[src/rtl/instr_fetch_aligner_pkg.sv]
// Shared core configuration for the fetch path: fetch FSM encoding and
// the compressed-instruction test applied to a 16-bit parcel.
package instr_fetch_aligner_pkg;

    localparam int XLEN = 32;

    typedef enum logic [1:0] {
        IDLE  = 2'd0,
        FETCH = 2'd1,
        WAIT  = 2'd2,
        DRAIN = 2'd3
    } fetch_state_e;

    function automatic logic is_rvc(input logic [15:0] parcel);
        return parcel[1:0] != 2'b11;
    endfunction

endpackage

[src/rtl/instr_fetch_aligner.sv]
// Fetches aligned 32-bit words for the current pc and extracts 16/32-bit
// instructions, stitching 32-bit instructions that straddle a word boundary.
module instr_fetch_aligner
    import instr_fetch_aligner_pkg::*;
(
    input  logic            clk,
    input  logic            rst_sync,
    input  logic [XLEN-1:0] pc,
    input  logic            jump,
    output logic            imem_req,
    output logic [XLEN-1:0] imem_addr,
    input  logic            imem_gnt,
    input  logic            imem_rvalid,
    input  logic [XLEN-1:0] imem_rdata,
    output logic [XLEN-1:0] instr,
    output logic            instr_valid,
    input  logic            id_ready,
    output logic            rvc,
    output logic            pc_advance,
    output logic [1:0]      dbg_state
);

    // Handshake: decode takes an instruction in any cycle where instr_valid
    // and id_ready are both high and jump is low; that cycle is pc_advance.

    fetch_state_e state_q, state_d;
    logic [31:0]  addr_q, addr_d;
    logic [31:0]  buf_word_q, buf_word_d;
    logic [29:0]  buf_tag_q, buf_tag_d;
    logic         buf_valid_q, buf_valid_d;
    logic [15:0]  half_lo_q, half_lo_d;
    logic         span_q, span_d;

    logic         hit;
    logic [15:0]  lo_half;
    logic [15:0]  hi_half;
    logic         pc_unused;

    assign pc_unused = pc[0];
    assign hit       = buf_valid_q && (buf_tag_q == pc[31:2]);
    assign lo_half   = buf_word_q[15:0];
    assign hi_half   = buf_word_q[31:16];

    assign imem_addr  = addr_q;
    assign dbg_state  = state_q;
    assign pc_advance = instr_valid & id_ready & ~jump;

    always_comb begin
        state_d     = state_q;
        addr_d      = addr_q;
        buf_word_d  = buf_word_q;
        buf_tag_d   = buf_tag_q;
        buf_valid_d = buf_valid_q;
        half_lo_d   = half_lo_q;
        span_d      = span_q;
        imem_req    = 1'b0;
        instr       = 32'h0;
        instr_valid = 1'b0;
        rvc         = 1'b0;

        case (state_q)
            IDLE: begin
                if (span_q) begin
                    // Buffer now holds the following word; its low half completes the instruction.
                    if (buf_valid_q) begin
                        instr       = {buf_word_q[15:0], half_lo_q};
                        instr_valid = 1'b1;
                        if (id_ready) begin
                            span_d = 1'b0;
                        end
                    end
                end else if (hit) begin
                    if (!pc[1]) begin
                        instr_valid = 1'b1;
                        if (is_rvc(lo_half)) begin
                            instr = {16'h0, lo_half};
                            rvc   = 1'b1;
                        end else begin
                            instr = buf_word_q;
                        end
                    end else if (is_rvc(hi_half)) begin
                        instr       = {16'h0, hi_half};
                        rvc         = 1'b1;
                        instr_valid = 1'b1;
                    end else begin
                        half_lo_d = hi_half;
                        span_d    = 1'b1;
                        addr_d    = {pc[31:2] + 30'd1, 2'b00};
                        state_d   = FETCH;
                    end
                end else begin
                    addr_d  = {pc[31:2], 2'b00};
                    state_d = FETCH;
                end
            end
            FETCH: begin
                imem_req = 1'b1;
                if (imem_gnt) begin
                    state_d = WAIT;
                end
            end
            WAIT: begin
                if (imem_rvalid) begin
                    buf_word_d  = imem_rdata;
                    buf_tag_d   = addr_q[31:2];
                    buf_valid_d = 1'b1;
                    state_d     = IDLE;
                end
            end
            DRAIN: begin
                if (imem_rvalid) begin
                    state_d = IDLE;
                end
            end
            default: state_d = IDLE;
        endcase

        // Redirect wins over everything; a response already in flight must still be absorbed.
        if (jump) begin
            buf_valid_d = 1'b0;
            span_d      = 1'b0;
            addr_d      = addr_q;
            case (state_q)
                FETCH:   state_d = imem_gnt ? DRAIN : IDLE;
                WAIT:    state_d = imem_rvalid ? IDLE : DRAIN;
                DRAIN:   state_d = imem_rvalid ? IDLE : DRAIN;
                default: state_d = IDLE;
            endcase
        end
    end

    always_ff @(posedge clk) begin
        if (rst_sync) begin
            state_q     <= IDLE;
            addr_q      <= 32'h0;
            buf_word_q  <= 32'h0;
            buf_tag_q   <= 30'h0;
            buf_valid_q <= 1'b0;
            half_lo_q   <= 16'h0;
            span_q      <= 1'b0;
        end else begin
            state_q     <= state_d;
            addr_q      <= addr_d;
            buf_word_q  <= buf_word_d;
            buf_tag_q   <= buf_tag_d;
            buf_valid_q <= buf_valid_d;
            half_lo_q   <= half_lo_d;
            span_q      <= span_d;
        end
    end

endmodule
[config.mk]
export PLATFORM = sky130hd
export DESIGN_NAME = instr_fetch_aligner
export DESIGN_NICKNAME = d
export VERILOG_FILES = /design/src/rtl/instr_fetch_aligner_pkg.sv /design/src/rtl/instr_fetch_aligner.sv
export SDC_FILE = /design/constraint.sdc
export NUM_CORES = 1
export LEC_CHECK = 0
export ABC_AREA = 1
export CAP_MARGIN = 20
export CORE_ASPECT_RATIO = 0.6
export CORE_MARGIN = 1.5
export CORE_UTILIZATION = 56
export CTS_BUF_LIST = sky130_fd_sc_hd__clkbuf_4 sky130_fd_sc_hd__clkbuf_8
export DETAILED_ROUTE_END_ITERATION = 6
export GPL_TIMING_DRIVEN = 0
export PLACE_DENSITY = 0.83
export SYNTH_ARGS = -nofsm -noshare
export SYNTH_HDL_FRONTEND = slang
export SYNTH_SLANG_ARGS = --single-unit
export TNS_END_PERCENT = 50
[constraint.sdc]
create_clock -name clk -period 4.3 [get_ports clk]
set_input_delay 0.86 -clock clk [delete_from_list [all_inputs] [get_ports clk]]
set_output_delay 0.86 -clock clk [all_outputs]
set_load 0.02 [all_outputs]
Word-level counts from Yosys, hierarchy flattened
Index checks and enable logic that the tools add are counted.
Widths: inputs -> output; s select.
- output and inout port bits: 70
- bits in registers: 114
- logic and storage cells: 73
- equality and inequality tests: 13
- bitwise operators: 5
- muxes and demuxes: 39
- reduce and logical (&&, ||, !) cells: 8
- $add $sub $neg: 1
- operators with widths (cell ; number):
    $mux 32 ; 9
    $add 30x1->30 const B ; 1
    $eq 30x30->1 ; 1
    $mux 1 ; 18
    $mux 2 ; 9
    $mux 16 ; 1
    $reduce_and 5->1 ; 3
    $ne 2x2->1 const B ; 4
    $ne 4x4->1 const B ; 2
    $ne 3x3->1 const B ; 2
    $pmux 2 s3 ; 1
    $eq 2x2->1 const B ; 2
    $pmux 2 s2 ; 1
    $reduce_or 2->1 ; 2
    $ne 3x1->1 const B ; 1
    $not 1->1 ; 3
    $and 1x1->1 ; 2
    $eq 2x1->1 const B ; 1
    $logic_not 2->1 ; 1
    $reduce_and 2->1 ; 1
    $logic_and 1x1->1 ; 1

Longest topological paths before layout
- depth in word-level cells: 8
- depth in mapped cells: 15
- depth with buffers taken out: 15

Least setup slack after synthesis
Ideal clock, no wire load.
- path type: input-to-output
- from: input pc[4]
- to: output rvc
- required time: 3.440 ns
- stages on the path: 10
- arrival: 2.471 ns
- path slack: 0.969 ns
- path through: buf_2 > xnor2_1 > nand2_1 > nor2_1 > nand2_1 > nor2_2 > nand3_2 > buf_6 > buf_6 > nor4_1
- longest elaborated chain between the ends: 5
- ends and longest elaborated chain (item ; RTL line ; source):
    from (decl) ; instr_fetch_aligner.sv:8 ; input logic [XLEN-1:0] pc,
    $eq 30x30->1 ; instr_fetch_aligner.sv:40 ; assign hit = buf_valid_q && (buf_tag_q == pc[31:2]);
    $logic_and 1x1->1 ; instr_fetch_aligner.sv:40 ;
    $mux 1 ; instr_fetch_aligner.sv:72 ; end else if (hit) begin
    $mux 1 ; instr_fetch_aligner.sv:63 ; if (span_q) begin
    $mux 1 ; instr_fetch_aligner.sv:61 ; case (state_q)
    to (decl) ; instr_fetch_aligner.sv:18 ; output logic rvc,
No other way between the ends.

Worst setup path after layout
- from: input pc[3]
- to: output instr[11]
- longest elaborated chain between the ends: 5
- ends and longest elaborated chain (item ; RTL line ; source):
    $eq 30x30->1 ; instr_fetch_aligner.sv:40 ;
    $logic_and 1x1->1 ; instr_fetch_aligner.sv:40 ;
    $mux 32 ; instr_fetch_aligner.sv:72 ;
    $mux 32 ; instr_fetch_aligner.sv:63 ;
    $mux 32 ; instr_fetch_aligner.sv:61 ;
    to (decl) ; instr_fetch_aligner.sv:15 ; output logic [XLEN-1:0] instr,
No other way between the ends.

==> flow_summary.ini <==
[outcome]
status = complete, no violations

[setup_path]
startpoint = pc[3]
cp.required_ps = 3440
path_class = input port to output pin
crit_path_max_fanout = 10
crit_end = instr[11]
critPathCaptureType = output pin
r2r-end = imem_addr[29]$_SDFFE_PP0P_
start_kind = input port
rrSetupSlack_ps = 2180
cp.arrival_ps = 3360
r2r-start = buf_tag_q[18]$_SDFFE_PP0P_
r2r.worst_path.cells = 13

[clock_network]
clockRootBuffer = clkbuf_8
clkLatencyLatePin_ps = 390
cts_setup_buffers = 0
clock_sinks = 112
htreeDepth = 3
cts_tree = done
cts_made_buffers = 9
cts.path.max_buffers = 2
path_clk_slew_ps = 110

[timing]
holdWs_ps = 473
final_max_slew_viol_count = 0
grt_setup_unrepaired = yes
min_period_over_period = 0.981
period_needed_ps = 4220
tightest_slew_ps = 971
fmaxAchievable_ghz = 0.237
final-setup-viol-count = 0
clock_skew_ps = 17.7
worst_slew_margin_rel = 0.347
hold_viol = 0

[route]
wl_um = 24400
drt_iter0_drc = 731
num_vias = 7809
vias_per_cell = 5.48
first_pass_iters = 6
wire_per_inst_um = 17.1
ant_nets = 0
remaining_drc_errors = 0

[die]
io_pins = 140
dieArea_um2 = 13000
fp.dieH_um = 88.8
core_um2 = 12000
die_x_um = 146
fp-row-count = 31
start_util = 0.571

[power_and_ir_drop]
pwr-share-comb = 0.224
internal_power_mw = 1.57
seq_power_share = 0.487
total_power_mw = 2.30
ir_drop_mv = 0.212
p_leak_nw = 3.91
sw_frac_of_total = 0.318
power.density_nw_per_um2 = 272
p_switching_mw = 0.731
power_frac_clock = 0.289

[yosys]
synth-edff-count = 0
yosysUniqueCellTypes = 36
ys_async_sr_fraction = 0
yosysSeqAreaShare = 0.327
yosysMostFrequentCell = nand2_1
ys_ff_latch = 112
netlist_area_um2 = 6870
ys_warn_count = 0
netlist.area_leader.share = 0.327
synth_ff_type = dfxtp_1
netlist_instances = 1117
synth_area_per_cell_um2 = 6.15
synthTopCellsByArea = dfxtp_1 (33%), nand2_1 (15%), nor2_1 (9.5%)
synthTopCellsByCount = nand2_1 (272), nor2_1 (174), inv_1 (137)
synth_top_area_cell = dfxtp_1

[grt]
grt_max_degree = 19
grt_pass1_vias = 6821
overflow = 0
grt_pass1_wl_um = 37100
grt_usage = 0.379
antenna_found_initial = 0

[place]
dp_hpwl_um = 18600
gp_congestion = 1.02
portBuffers = 126

[hold_path]
hp-class = register to register
hp-start = buf_word_q[14]$_SDFFE_PP0P_

[cells_and_area]
n_antenna_cell = 0
syn2layout_area_growth_pct = 23.4
fin_nets = 1326
drive_gt1_frac = 0.0627
final.fill_count = 1049

[flow_run]
cap_violations = 0
-- placed cells by master (no fill, tap or decap), types with 4 or more instances in the layout --
cell and instances:
nand3_1 51, inv_1 137, a21boi_0 15, buf_6 6, nor2_1 173, xnor2_1 16, nand4_1 4, o21ai_0 107
dfxtp_1 112, clkdlybuf4s50_1 89, clkbuf_1 34, dlygate4sd2_1 17, inv_2 10, clkbuf_8 9, clkbuf_2 12, xor2_1 31
nand2_1 272, nor3_1 14, a31oi_1 13, o21bai_1 6, buf_2 18, o21ai_1 9, a21oi_1 57, buf_4 5
clkdlybuf4s15_1 6
-- power groups by stage --
stage	Clock, mW	Sequential (mW)	Combinational [mW]
final	0.666	1.12	0.515
after floorplan	0	1.17	0.255
after global routing	0.699	1.13	0.564
after global placement	0	1.14	0.493
after CTS	0.663	1.12	0.504
after detailed placement	0	1.14	0.502
-- cells by family (layout without fill, tap and decap cells) --
logic type,count (synthesis),after routing,share of synthesized area
flops,112,112,0.327
buf+inv,216,358,0.132
fa+ha+maj,1,1,0.00182
other cells,1,2,0.000546
xor+xnor,47,47,0.0599
simple gates,528,528,0.313
compound gates,212,212,0.166
-- flip-flops by register name (all words and copies together) (netlist names) --
signal,count
buf_tag_q,30
buf_valid_q,1
buf_word_q,32
dbg_state,2
half_lo_q,16
imem_addr,30
span_q,1
-- how the worst min path moves through the flow --
| stage | to | cells past startpoint |
|---|---|---|
| 3_3_place_gp | half_lo_q[0]$_SDFFE_PP0P_ | 2 |
| 3_5_place_dp | buf_word_q[7]$_SDFFE_PP0P_ | 2 |
| 2_1_floorplan | half_lo_q[0]$_SDFFE_PP0P_ | 2 |
| 5_1_grt | buf_word_q[7]$_SDFFE_PP0P_ | 2 |
| 4_1_cts | buf_word_q[7]$_SDFFE_PP0P_ | 2 |
| 6_report | buf_word_q[14]$_SDFFE_PP0P_ | 2 |
-- metrics by stage --
stage	area [um^2]	TNS [ps]	setup slack (ps)	instances	utilization
global route	8470	-124	-53.2	1425	0.705
finish	8470	0	82.4	1425	0.705
detailed placement	8340	-4880	-234	1409	0.693
floorplan	6870	0	969	1118	-
CTS	8500	0	2.62	1425	0.707
global placement	8340	-4190	-185	1409	0.693
-- critical path, cell delays in order --
cell and delay, ps:
clkdlybuf4s50_1 550, inv_1 190, nand2_1 70, nand2_1 50
nand2_1 70, nor2_1 100, nand2_1 90, nor2_2 180
nand3_2 110, buf_6 190, nor2_8 150, buf_6 180
nand3_1 80, a31oi_1 140, clkdlybuf4s15_1 340
-- metal layers --
layer,share of wire,GRT usage,vias to the layer above,wire length (um)
met5,0,0,-,0
met4,0.018,0.0946,0,437
met3,0.13,0.106,44,3160
met2,0.37,0.516,452,9100
met1,0.48,0.576,3567,11700
li1,-,-,3746,-
-- final cells by class --
class	count	area [um^2]	share of cell area
Multi-Input combinational cell	790	3730	0.440
Sequential cell	112	2240	0.265
Clock buffer	10	131	0.0155
Tap cell	165	206	0.0244
Inverter	149	559	0.0660
Timing Repair Buffer	126	1190	0.141
Buffer	67	350	0.0413
Clock inverter	6	65.1	0.00768
-- timing repair --
action	CTS	global route
pin swaps	0	0
cloned	0	0
setup endpoints to repair	33	20
gates resized for setup	37	43
hold buffers	0	0
Note: power is estimated with default switching activity, not from simulation.
